`src/rtl/gaus_rand_pkg.sv`:
```
// Shared constants and helpers for the Gaussian-approximate random source.
// Holds source count and widths, LFSR tap positions, the seed-spread constant,
// and functions for one LFSR step and per-source seed derivation.
package gaus_rand_pkg;

    localparam int unsigned NUM_SRC       = 16;
    localparam int unsigned LFSR_W        = 32;
    localparam int unsigned BYTE_W        = 8;
    localparam int unsigned OUT_W         = 12;
    localparam int unsigned STEPS_PER_CLK = 8;

    // Taps of x^32 + x^22 + x^2 + x + 1 in Fibonacci form
    localparam int unsigned TAP_A = 31;
    localparam int unsigned TAP_B = 21;
    localparam int unsigned TAP_C = 1;
    localparam int unsigned TAP_D = 0;

    localparam logic [LFSR_W-1:0] SEED_SPREAD       = 32'h9E37_79B9;
    localparam logic [LFSR_W-1:0] SEED_BASE_DEFAULT = 32'hACE1_2468;

    // One Fibonacci shift: feedback enters at bit 0
    function automatic logic [LFSR_W-1:0] lfsr_step(input logic [LFSR_W-1:0] s);
        logic fb;
        fb = s[TAP_A] ^ s[TAP_B] ^ s[TAP_C] ^ s[TAP_D];
        return {s[LFSR_W-2:0], fb};
    endfunction

    // Seed of source idx; the all-zero lock-up state is replaced by 1
    function automatic logic [LFSR_W-1:0] seed_of(input logic [LFSR_W-1:0] base,
                                                  input int unsigned       idx);
        logic [LFSR_W-1:0] s;
        s = base ^ (LFSR_W'(idx) * SEED_SPREAD);
        if (s == '0) begin
            s = LFSR_W'(1);
        end
        return s;
    endfunction

endpackage

```
`src/rtl/gaus_rand_lfsr32_x8.sv`:
```
// lfsr32_x8: single seeded 32-bit Fibonacci LFSR advancing 8 steps per clk.
// Ports:
//   clk   - clock, rising edge
//   rst_n - synchronous active-low reset, loads SEED
//   rnd   - low byte of the registered LFSR state (8 fresh bits per cycle)
module lfsr32_x8
    import gaus_rand_pkg::*;
#(
    parameter logic [LFSR_W-1:0] SEED = 32'h0000_0001
) (
    input  logic              clk,
    input  logic              rst_n,
    output logic [BYTE_W-1:0] rnd
);

    logic [LFSR_W-1:0] state_q;
    logic [LFSR_W-1:0] state_c;

    // Unrolled 8-step advance
    always_comb begin
        state_c = state_q;
        for (int unsigned k = 0; k < STEPS_PER_CLK; k++) begin
            state_c = lfsr_step(state_c);
        end
    end

    // State register
    always_ff @(posedge clk) begin
        if (!rst_n) begin
            state_q <= SEED;
        end else begin
            state_q <= state_c;
        end
    end

    assign rnd = state_q[BYTE_W-1:0];

endmodule

```
`src/rtl/gaus_rand.sv`:
```
// gaus_rand: central-limit Gaussian approximation, sum of 16 uniform bytes.
// Ports:
//   clk   - clock, rising edge
//   rst_n - synchronous active-low reset; gr clears and all LFSRs reseed
//   gr    - registered 12-bit unsigned sample (0..4080), new value every clk
module gaus_rand
    import gaus_rand_pkg::*;
#(
    parameter logic [LFSR_W-1:0] SEED_BASE = SEED_BASE_DEFAULT
) (
    input  logic             clk,
    input  logic             rst_n,
    output logic [OUT_W-1:0] gr
);

    logic [BYTE_W-1:0] src_byte [NUM_SRC];
    logic [OUT_W-1:0]  sum_c;

    // Sixteen independently seeded sources
    for (genvar i = 0; i < NUM_SRC; i++) begin : g_src
        lfsr32_x8 #(
            .SEED (seed_of(SEED_BASE, i))
        ) u_lfsr (
            .clk   (clk),
            .rst_n (rst_n),
            .rnd   (src_byte[i])
        );
    end

    // Adder tree; 12 bits holds 16*255 without loss
    always_comb begin
        sum_c = '0;
        for (int unsigned i = 0; i < NUM_SRC; i++) begin
            sum_c = sum_c + OUT_W'(src_byte[i]);
        end
    end

    // Output register: sums the LFSR bytes held before this edge
    always_ff @(posedge clk) begin
        if (!rst_n) begin
            gr <= '0;
        end else begin
            gr <= sum_c;
        end
    end

endmodule

```
`config.mk`:
```
export PLATFORM = sky130hd
export DESIGN_NAME = gaus_rand
export DESIGN_NICKNAME = d
export VERILOG_FILES = /design/src/rtl/gaus_rand_pkg.sv /design/src/rtl/gaus_rand_lfsr32_x8.sv /design/src/rtl/gaus_rand.sv
export SDC_FILE = /design/constraint.sdc
export NUM_CORES = 1
export LEC_CHECK = 0
export ABC_AREA = 1
export CAP_MARGIN = 20
export CORE_MARGIN = 2
export CORE_UTILIZATION = 55
export CTS_CLUSTER_DIAMETER = 200
export DETAILED_ROUTE_END_ITERATION = 7
export GPL_ROUTABILITY_DRIVEN = 0
export PLACE_DENSITY_LB_ADDON = 0.3
export SYNTH_ARGS = -nofsm -noshare
export SYNTH_HDL_FRONTEND = slang
export SYNTH_HIERARCHICAL = 1
export SYNTH_SLANG_ARGS = --single-unit
```
`constraint.sdc`:
```
create_clock -name clk -period 13.4 [get_ports clk]
set_input_delay 2.68 -clock clk [delete_from_list [all_inputs] [get_ports clk]]
set_output_delay 2.68 -clock clk [all_outputs]
set_load 0.05 [all_outputs]
```
==> run_summary.xml <==
<?xml version="1.0" encoding="UTF-8"?>
<metrics>
  <group name="grt">
    <metric name="gr-total-overflow" unit="">0</metric>
    <metric name="grt_util_all_layers" unit="">0.194</metric>
    <metric name="grt_antenna_before_repair" unit="">0</metric>
    <metric name="grt_first_pass_wirelength" unit="um">74300</metric>
    <metric name="grt_max_degree" unit="">160</metric>
    <metric name="grt_pass1_vias" unit="">15800</metric>
  </group>
  <group name="clocking">
    <metric name="tritoncts_clock_tree" unit="">yes</metric>
    <metric name="cts-resized-gates" unit="">0</metric>
    <metric name="cts-hold-fix-buffers" unit="">0</metric>
    <metric name="clk_lat_worst_skew" unit="ps">600</metric>
    <metric name="cts.path.max_buffers" unit="">3</metric>
    <metric name="clock_tree_root_buffer_cell" unit="">clkbuf_16</metric>
    <metric name="clk_transition_reported_paths" unit="ps">60</metric>
    <metric name="cts.htree.levels" unit="">2</metric>
    <metric name="cts.repair_timing.setup_buffer_count" unit="">0</metric>
    <metric name="number_of_buffers_created_by_cts" unit="">53</metric>
    <metric name="clock-sinks" unit="">524</metric>
  </group>
  <group name="setup_path">
    <metric name="crit_fanout" unit="">4</metric>
    <metric name="crit_chain" unit="">fa_1 -&gt; inv_1 -&gt; fa_1 -&gt; inv_1 -&gt; fa_1 -&gt; fa_1 -&gt; fa_1 -&gt; inv_1 -&gt; fa_1 -&gt; inv_1 -&gt; ha_1 -&gt; inv_1 -&gt; fa_1 -&gt; nand3b_1 -&gt; nand2_1 -&gt; nand3_1 -&gt; a21oi_1 -&gt; nor2_1</metric>
    <metric name="cpMaxStageDelayCell" unit="">fa_1</metric>
    <metric name="crit_arrival" unit="ps">5560</metric>
    <metric name="r2r_end" unit="">gr[10]$_SDFF_PN0_</metric>
    <metric name="crit_path_end_kind" unit="">flop</metric>
    <metric name="setup.reg_to_reg.worst_slack" unit="ps">8330</metric>
    <metric name="cp.depth" unit="">18</metric>
    <metric name="cp.buffers_inverters" unit="">5</metric>
    <metric name="worst_path_largest_cell_delay" unit="ps">600</metric>
    <metric name="critical_path_class" unit="">flop to flop</metric>
    <metric name="worst_path_dominant_cell_family" unit="">adder cells</metric>
    <metric name="critPathRequiredTime" unit="ps">13890</metric>
    <metric name="worst_r2r_startpoint" unit="">g_src[9].u_lfsr/state_q[2]$_SDFF_PN0_</metric>
    <metric name="critical_path_startpoint_category" unit="">flop</metric>
    <metric name="reg2reg_depth" unit="">18</metric>
    <metric name="crit_top_cell" unit="">fa_1</metric>
  </group>
  <group name="sta">
    <metric name="fin_skew" unit="ps">25.3</metric>
    <metric name="worst_hold_check_slack" unit="ps">397</metric>
    <metric name="timing.max_slew.rel_slack" unit="">0.455</metric>
    <metric name="max_slew.worst_pin.slew" unit="ps">817</metric>
    <metric name="grt_setup_unrepaired" unit="">false</metric>
    <metric name="min_period" unit="ps">5070</metric>
    <metric name="final.period_utilization" unit="">0.378</metric>
    <metric name="layout_setup_ws" unit="ps">8330</metric>
    <metric name="drv_slew" unit="">0</metric>
    <metric name="finalHoldViolCount" unit="">0</metric>
    <metric name="fmax" unit="MHz">197</metric>
    <metric name="tns" unit="ps">0</metric>
    <metric name="finalSetupViolCount" unit="">0</metric>
  </group>
  <group name="floorplanning">
    <metric name="design.portCount" unit="">14</metric>
    <metric name="fp.dieW" unit="um">216</metric>
    <metric name="die_y" unit="um">216</metric>
    <metric name="initial_utilization" unit="">0.558</metric>
    <metric name="core_area" unit="um2">44200</metric>
    <metric name="floorplan.die_area" unit="um2">46600</metric>
    <metric name="std_cell_rows" unit="">77</metric>
  </group>
  <group name="synthesis">
    <metric name="ys_seq_elements" unit="">524</metric>
    <metric name="syn_area" unit="um2">24700</metric>
    <metric name="netlist_instances" unit="">2809</metric>
    <metric name="avgSynthCellArea" unit="um2">8.79</metric>
    <metric name="synth-async-reset-ratio" unit="">0</metric>
    <metric name="yosys_warning_count" unit="">6</metric>
    <metric name="seq_area_frac_synth" unit="">0.425</metric>
    <metric name="synth.lib_cells_used.distinct" unit="">39</metric>
    <metric name="synth-edff-count" unit="">0</metric>
    <metric name="yosys_most_used_dff" unit="">dfxtp_1</metric>
    <metric name="syn-num-nets" unit="">2940</metric>
  </group>
  <group name="detailed_routing">
    <metric name="via_per_inst" unit="">4.66</metric>
    <metric name="drt-total-wl" unit="um">43500</metric>
    <metric name="final_antenna_net_count" unit="">0</metric>
    <metric name="drc" unit="">0</metric>
    <metric name="drt_iter0_drc" unit="">971</metric>
    <metric name="routedWlPerCell" unit="um">13.0</metric>
    <metric name="number_of_detailed_routing_iterations_run_before_antenna_repair" unit="">5</metric>
    <metric name="via_count" unit="">15500</metric>
  </group>
  <group name="final_layout">
    <metric name="fillerInstances" unit="">3672</metric>
    <metric name="syn_to_final_growth" unit="%">6.86</metric>
    <metric name="post_route_cells_drive_above_1_share" unit="">0.223</metric>
    <metric name="most-common-layout-cells" unit="">inv_1, dfxtp_1, nand2_1, nand3_1, or2_2</metric>
    <metric name="num_antenna_cells" unit="">0</metric>
    <metric name="leading_cell_type_in_the_layout_fill_and_taps_excluded" unit="">inv_1</metric>
    <metric name="final_core_util" unit="">0.596</metric>
    <metric name="final_nets" unit="">2836</metric>
  </group>
  <group name="flow_run">
    <metric name="max_cap_violations" unit="">0</metric>
  </group>
  <group name="worst_hold_path">
    <metric name="worst_hold_path_class" unit="">flop to flop</metric>
    <metric name="hold-path-endpoint" unit="">g_src[4].u_lfsr/state_q[31]$_SDFF_PN1_</metric>
    <metric name="timing.hold.worst.start" unit="">g_src[4].u_lfsr/state_q[23]$_SDFF_PN0_</metric>
    <metric name="hold_path_depth" unit="">1</metric>
  </group>
  <group name="placed_design">
    <metric name="place.port_buffers" unit="">13</metric>
    <metric name="hpwlAfterDp" unit="um">31900</metric>
    <metric name="detailedPlace.worstSlack" unit="ps">7880</metric>
  </group>
  <group name="run_status">
    <metric name="run_status" unit="">finished, final reports clean</metric>
  </group>
</metrics>
-- worst register-to-register path: stages (launching register included) --
cell      delay (ps)
dfxtp_1          330
fa_1             600
inv_1             80
fa_1             500
inv_1             60
fa_1             580
fa_1             450
fa_1             540
inv_1             50
fa_1             460
inv_1             70
ha_1             190
inv_1             70
fa_1             390
nand3b_1         170
nand2_1          120
nand3_1          100
a21oi_1          150
nor2_1            60
-- how the worst max path moves through the flow --
| stage | from | end | slack, ps |
|---|---|---|---|
| global route | g_src[9].u_lfsr/state_q[2]$_SDFF_PN0_ | gr[10]$_SDFF_PN0_ | 7980 |
| floorplan | g_src[3].u_lfsr/state_q[2]$_SDFF_PN0_ | gr[10]$_SDFF_PN0_ | 8550 |
| detailed placement | rst_n | g_src[14].u_lfsr/state_q[19]$_SDFF_PN1_ | 7880 |
| global placement | rst_n | g_src[14].u_lfsr/state_q[16]$_SDFF_PN1_ | 7930 |
| CTS | g_src[9].u_lfsr/state_q[2]$_SDFF_PN0_ | gr[10]$_SDFF_PN0_ | 8300 |
| finish | g_src[9].u_lfsr/state_q[2]$_SDFF_PN0_ | gr[10]$_SDFF_PN0_ | 8330 |
-- state kept, by name, summed over array words and instances, names as in the netlist --
signal                count
gr                       12
g_src.u_lfsr/state_q    512
-- metrics by stage --
step                area (um2)  std cells
floorplan                24700       2809
global placement         24400       3242
detailed placement       24400       3242
CTS                      26400       3338
global route             26400       3338
finish                   26400       3338
-- kinds of logic (layout without fill, tap and decap cells) --
family / Yosys count / count (layout) / synth area share
AOI/OAI and AO/OA: 51 / 51 / 0.0113
xor gates and xnor gates: 128 / 128 / 0.0509
adders and majority gates: 129 / 129 / 0.0982
buffers and inverters: 800 / 737 / 0.142
DFF: 524 / 524 / 0.425
and+or+nand+nor: 1177 / 1177 / 0.272
-- routing by layer --
layer / GRT usage / part of all wire / up-vias
met5: 0 / 0 / -
met4: 0.0655 / 0.025 / 0
met3: 0.0251 / 0.041 / 73
met2: 0.322 / 0.46 / 244
met1: 0.262 / 0.47 / 7263
li1: - / - / 7967
-- Yosys cell counts, types with 2 or more instances --
cell type,count,area (um2)
or2_2,150,938
nand2_2,134,838
nand2_4,42,473
buf_4,129,968
nand3b_2,6,67.6
xor2_1,47,412
buf_6,3,33.8
xnor2_1,63,552
buf_1,5,18.8
o21ai_0,2,10.0
ha_1,21,263
fa_1,108,2160
dfxtp_1,524,10500
clkinv_1,3,11.3
nor2_1,41,154
o21ai_1,6,30.0
nand3_1,224,1120
nand3_4,15,263
clkbuf_1,31,116
nand3_2,112,1120
xor2_2,6,97.6
inv_1,589,2210
nand2_1,440,1650
xnor2_2,12,195
nand3b_1,6,45.0
inv_2,34,128
a21oi_1,38,190
buf_2,5,25.0
nor2_2,3,18.8
-- layout make-up --
type / count / area, um2 / area share
Multi-Input combinational cell: 1485 / 10700 / 0.405
Sequential cell: 524 / 10500 / 0.398
Inverter: 626 / 2350 / 0.0891
Clock buffer: 69 / 1540 / 0.0583
Tap cell: 592 / 741 / 0.0281
Clock inverter: 27 / 418 / 0.0158
Timing Repair Buffer: 15 / 163 / 0.00617
Power is not shown: default switching activity piles up to over one toggle a cycle in this logic, so the estimate is an artifact.
